<file path="src/rtl/logic_accum_pkg.sv">
// Shared op-codes and FSM state encoding for the logic accumulate unit.
package logic_accum_pkg;

    localparam logic [1:0] OP_AND = 2'd0;
    localparam logic [1:0] OP_OR  = 2'd1;
    localparam logic [1:0] OP_NOR = 2'd2;
    localparam logic [1:0] OP_XOR = 2'd3;

    typedef enum logic [1:0] {
        IDLE  = 2'd0,
        ACCUM = 2'd1,
        HOLD  = 2'd2
    } state_t;

endpackage

</file>
<file path="src/rtl/logicunit_core.sv">
// Purely combinational WIDTH-bit bitwise operator selected by a 2-bit op-code.
module logicunit_core
    import logic_accum_pkg::*;
#(
    parameter int WIDTH = 32
) (
    input  logic [WIDTH-1:0] x,
    input  logic [WIDTH-1:0] y,
    input  logic [1:0]       op,
    output logic [WIDTH-1:0] res
);

    always_comb begin
        res = '0;
        case (op)
            OP_AND:  res = x & y;
            OP_OR:   res = x | y;
            OP_NOR:  res = ~(x | y);
            OP_XOR:  res = x ^ y;
            default: res = '0;
        endcase
    end

endmodule

</file>
<file path="src/rtl/logic_accum_unit.sv">
// Bitwise single-op / accumulate-burst unit with a held, handshaked result.
// Optional LOGIC_ACCUM_ZERO_FLAG_EN adds a 'zero' output equal to (acc == 0).
module logic_accum_unit
    import logic_accum_pkg::*;
#(
    parameter int WIDTH = 32,
    parameter int LEN_W = 4
) (
    input  logic             clk,
    input  logic             reset,
    input  logic             in_valid,
    output logic             in_ready,
    input  logic [WIDTH-1:0] A,
    input  logic [WIDTH-1:0] B,
    input  logic [1:0]       control,
    input  logic             acc_mode,
    input  logic [LEN_W-1:0] burst_len,
    output logic             out_valid,
    input  logic             out_ready,
    output logic [WIDTH-1:0] out
`ifdef LOGIC_ACCUM_ZERO_FLAG_EN
    ,
    output logic             zero
`endif
);

    localparam logic [LEN_W-1:0] ONE = LEN_W'(1);

    state_t           state;
    logic [WIDTH-1:0] acc;
    logic [LEN_W-1:0] cnt;
    logic [WIDTH-1:0] op_x;
    logic [WIDTH-1:0] op_res;
    logic             take;

    // Follow-on burst beats fold into acc; A only matters on the first beat.
    assign op_x = (state == ACCUM) ? acc : A;
    assign take = in_valid && in_ready;

    logicunit_core #(.WIDTH(WIDTH)) u_core (
        .x  (op_x),
        .y  (B),
        .op (control),
        .res(op_res)
    );

    always_ff @(posedge clk) begin
        if (reset) begin
            state     <= IDLE;
            acc       <= '0;
            cnt       <= '0;
            in_ready  <= 1'b1;
            out_valid <= 1'b0;
        end else begin
            case (state)
                IDLE: if (take) begin
                    acc <= op_res;
                    // burst_len of 0 or 1 both collapse to a one-beat transaction
                    if (acc_mode && burst_len > ONE) begin
                        cnt   <= burst_len - ONE;
                        state <= ACCUM;
                    end else begin
                        cnt       <= '0;
                        state     <= HOLD;
                        in_ready  <= 1'b0;
                        out_valid <= 1'b1;
                    end
                end
                ACCUM: if (take) begin
                    acc <= op_res;
                    cnt <= cnt - ONE;
                    if (cnt == ONE) begin
                        state     <= HOLD;
                        in_ready  <= 1'b0;
                        out_valid <= 1'b1;
                    end
                end
                HOLD: if (out_ready) begin
                    state     <= IDLE;
                    in_ready  <= 1'b1;
                    out_valid <= 1'b0;
                end
                default: begin
                    state     <= IDLE;
                    in_ready  <= 1'b1;
                    out_valid <= 1'b0;
                end
            endcase
        end
    end

    assign out = acc;

`ifdef LOGIC_ACCUM_ZERO_FLAG_EN
    assign zero = (acc == '0);
`endif

endmodule

</file>
<file path="config.mk">
export PLATFORM = sky130hd
export DESIGN_NAME = logic_accum_unit
export DESIGN_NICKNAME = d
export VERILOG_FILES = /design/src/rtl/logic_accum_pkg.sv /design/src/rtl/logicunit_core.sv /design/src/rtl/logic_accum_unit.sv
export SDC_FILE = /design/constraint.sdc
export NUM_CORES = 1
export LEC_CHECK = 0
export BUFFER_PORTS_ARGS = -buffer_cell sky130_fd_sc_hd__buf_2
export CAP_MARGIN = 20
export CORE_MARGIN = 4
export CORE_UTILIZATION = 58
export DETAILED_ROUTE_END_ITERATION = 8
export PLACE_DENSITY = 0.87
export SLEW_MARGIN = 20
export SYNTH_ARGS = -nofsm -noshare
export SYNTH_HDL_FRONTEND = slang
export SYNTH_SLANG_ARGS = --single-unit
</file>
<file path="constraint.sdc">
create_clock -name clk -period 4.5 [get_ports clk]
set_input_delay 1.125 -clock clk [delete_from_list [all_inputs] [get_ports clk]]
set_output_delay 1.125 -clock clk [all_outputs]
set_load 0.1 [all_outputs]
</file>
==> flow_metrics.tcl <==
set metrics [dict create \
    result_of_the_run "finished clean" \
    power.switching_uw 626.0 \
    floorplan.initialDensity_pct 59.73 \
    seqCellArea_um2 800.8 \
    drt_drc 0 \
    post-route-min-period_ns 2.537 \
    synth_top_area_cells "sky130_fd_sc_hd__ha_1 (21%), sky130_fd_sc_hd__dfxtp_1 (20%), sky130_fd_sc_hd__mux2i_1 (16%)" \
    antenna_found_initial 0 \
    cts_tree "done" \
    fmax_mhz 394.2 \
    power.density_cell_area_nw_per_um2 296.8 \
    clkLatencyLatePin_ns 0.29 \
    power_leakage_uw 0.002601 \
    die_width_um 91.88 \
    clock_tree_root_buffer_cell "sky130_fd_sc_hd__clkbuf_8" \
    setup.worst_path.class "reg -> reg" \
    timing.hold.worst.class "reg -> reg" \
    clock-skew-final_ns 0.009522 \
    proportion_of_synthesized_flip_flops_having_asynchronous_set_or_reset_pct 0 \
    post-synth-top-area-fraction_pct 20.85 \
    core.rowCount 30 \
    drt-wirelength-per-cell_um 13.03 \
    max_slew.worst_pin.slew_ns 1.062 \
    fillers 556 \
    gr-usage-all-layers_pct 21.43 \
    power.share.clock_pct 22.2 \
    via_count 3636 \
    final_layout_size_suffix_gt1_share_pct 26.32 \
    finalHoldViolations 0 \
    tritoncts.num_buffers 5 \
    postSynthRegisterBits 40 \
    hold_slack_ns 0.4742 \
    die_h_um 91.88 \
    yosys-top-cells-count "sky130_fd_sc_hd__inv_1 (102), sky130_fd_sc_hd__ha_1 (68), sky130_fd_sc_hd__nand2_1 (65)" \
    cts.sink_count 40 \
    first_global_vias 3618 \
    timing.final.crit_share_pct 56.37 \
    critPathMaxFanout 37 \
    switching_share_pct 44.52 \
    drtPass1Iterations 4 \
    startpoint_type "register" \
    postSynth.topFlopCell "sky130_fd_sc_hd__dfxtp_1" \
    synthesis.area_um2 4080 \
    synth.lib_cells_used.distinct 31 \
    combPwrFrac_pct 47.5 \
    final_antenna_net_count 0 \
    diodes 0 \
    multi_input_comb_area_um2 2755 \
    drt_iter0_markers 184 \
    post_synthesis_to_final_layout_area_growth_pct 16.13 \
    synthesis.instances 501 \
    maximum_clock_insertion_buffer_count 2 \
    globalRoute.totalOverflow 0 \
    htreeDepth 2 \
    relSlewSlack_pct 29.22 \
    max-cap-violations 0 \
    cts_repair_resize_count 0 \
    synthesized_netlist_net_count 644 \
    final-setup-viol-count 0 \
    synthMostInstantiatedCell "sky130_fd_sc_hd__inv_1" \
    rsz_0062_raised_after_global_routing "no" \
    max-vdd-ir-drop_v 0.0001971 \
    critPathCaptureType "register" \
    post_cts_hold_buffer_count 0 \
    post_synth.cell_area_avg_um2 8.144 \
    core_region_area_um2 6832 \
    layout.core_utilization_pct 69.36 \
    grt_start_max_net_pins 65 \
    vias_per_cell 5.308 \
    synth_warnings 0 \
    worst_ep_required_ns 4.64 \
    final-max-slew-violation-count 0 \
    dp.final_hpwl_um 6866 \
    drt_wl_total_um 8927 \
    grt_pass1_wl_um 15240 \
    setup_tns_ns 0 \
    synth.yosys.seq_area_share_pct 19.63 \
    p_int_uw 780.2 \
    io-pin-count 109 \
    clk_pin_slew_worst_paths_ns 0.08 \
    buffer_ports.inserted 108 \
    gp_congestion 0.7921 \
    synth_largest_area_cell "sky130_fd_sc_hd__ha_1" \
    cts_setup_buffers 0 \
    cp_data_arrival_time_ns 2.68 \
    design.final.nets 731 \
    pwr-share-seq_pct 30.3 \
    synth-edff-count 0 \
    die-area_um2 8441 \
]
[through the flow]
step | instance area (um2) | worst slack [ns] | power [uW] | std cells
after detailed placement | 4617 | 1.800 | 1105 | 677
final | 4738 | 1.963 | 1406 | 685
after CTS | 4738 | 1.916 | 1416 | 685
after global routing | 4738 | 1.738 | 1495 | 685
after global placement | 4617 | 1.865 | 1077 | 677
after floorplan | 4080 | 2.255 | 966.1 | 501
[power groups by stage]
stage / clock, uW / sequential, uW / combinational (uW)
6_report: 313 / 426 / 668
5_1_grt: 332 / 431 / 733
4_1_cts: 317 / 425 / 673
3_5_place_dp: 0 / 433 / 672
3_3_place_gp: 0 / 431 / 646
2_1_floorplan: 0 / 660 / 307
[registers in the layout (all words and copies together), names as in the netlist]
register and count:
cnt 4, in_ready 1, out 32, out_valid 1, state 2
[path summary, 6_finish.rpt]
path | from | endpoint | slack (ns) | cells past startpoint
max | state[1] | out[18] | 1.96 | 8
min | out_valid | out_valid | 0.47 | 1
max reg2reg | state[1] | out[18] | 1.96 | 8
min reg2reg | out_valid | out_valid | 0.47 | 1
[routing by layer]
metal / up-vias / routed length, um / part of all wire [%] / track usage [%]
met5: - / 0 / 0 / 0
met4: 0 / 130 / 1.5 / 6.559
met3: 12 / 500 / 5.6 / 4.102
met2: 106 / 4592 / 51 / 39.78
met1: 1680 / 3704 / 41 / 24.61
li1: 1838 / - / - / -
[critical path, stage by stage, from the launching register on]
cell and delay (ns):
sky130_fd_sc_hd__dfxtp_1 0.40, sky130_fd_sc_hd__nand2b_2 0.80, sky130_fd_sc_hd__mux2_2 0.43, sky130_fd_sc_hd__inv_1 0.06
sky130_fd_sc_hd__ha_1 0.21, sky130_fd_sc_hd__mux2i_1 0.15, sky130_fd_sc_hd__nand2_1 0.08, sky130_fd_sc_hd__o211ai_1 0.15
sky130_fd_sc_hd__a21oi_1 0.09
[placed cells by master, fill, tap and decap left out, types with 2 or more instances in the layout]
| master | synthesis | layout |
|---|---|---|
| sky130_fd_sc_hd__mux2i_1 | 64 | 64 |
| sky130_fd_sc_hd__a21oi_1 | 35 | 35 |
| sky130_fd_sc_hd__a211oi_1 | 2 | 2 |
| sky130_fd_sc_hd__nand2_1 | 65 | 65 |
| sky130_fd_sc_hd__o21ai_0 | 3 | 3 |
| sky130_fd_sc_hd__o211ai_1 | 32 | 32 |
| sky130_fd_sc_hd__o221a_2 | 2 | 2 |
| sky130_fd_sc_hd__a31oi_1 | 2 | 2 |
| sky130_fd_sc_hd__nor3_1 | 5 | 5 |
| sky130_fd_sc_hd__ha_1 | 68 | 68 |
| sky130_fd_sc_hd__inv_1 | 102 | 102 |
| sky130_fd_sc_hd__o21a_1 | 3 | 3 |
| sky130_fd_sc_hd__mux2_2 | 33 | 33 |
| sky130_fd_sc_hd__nor2_1 | 4 | 4 |
| sky130_fd_sc_hd__clkbuf_8 | 0 | 6 |
| sky130_fd_sc_hd__buf_2 | 10 | 107 |
| sky130_fd_sc_hd__dfxtp_1 | 40 | 40 |
| sky130_fd_sc_hd__buf_4 | 3 | 3 |
[final cells by class]
cell class	instances	area share, %
clock buffer	6	1.743
clock inverter	2	0.8186
inverter	102	8.080
multi-input combinational	329	58.15
sequential	40	16.90
tap	96	2.535
timing repair buffer	110	11.78
[kinds of logic after synthesis]
logic type                 share of synthesized area, %
AOI/OAI and AO/OA                                 13.43
xor gates and xnor gates                         0.2147
adders and majority gates                         20.85
buffers and inverters                             12.91
DFF                                               19.63
muxes                                             24.81
and+or+nand+nor                                   8.157
(Power assumes the default switching activity.)
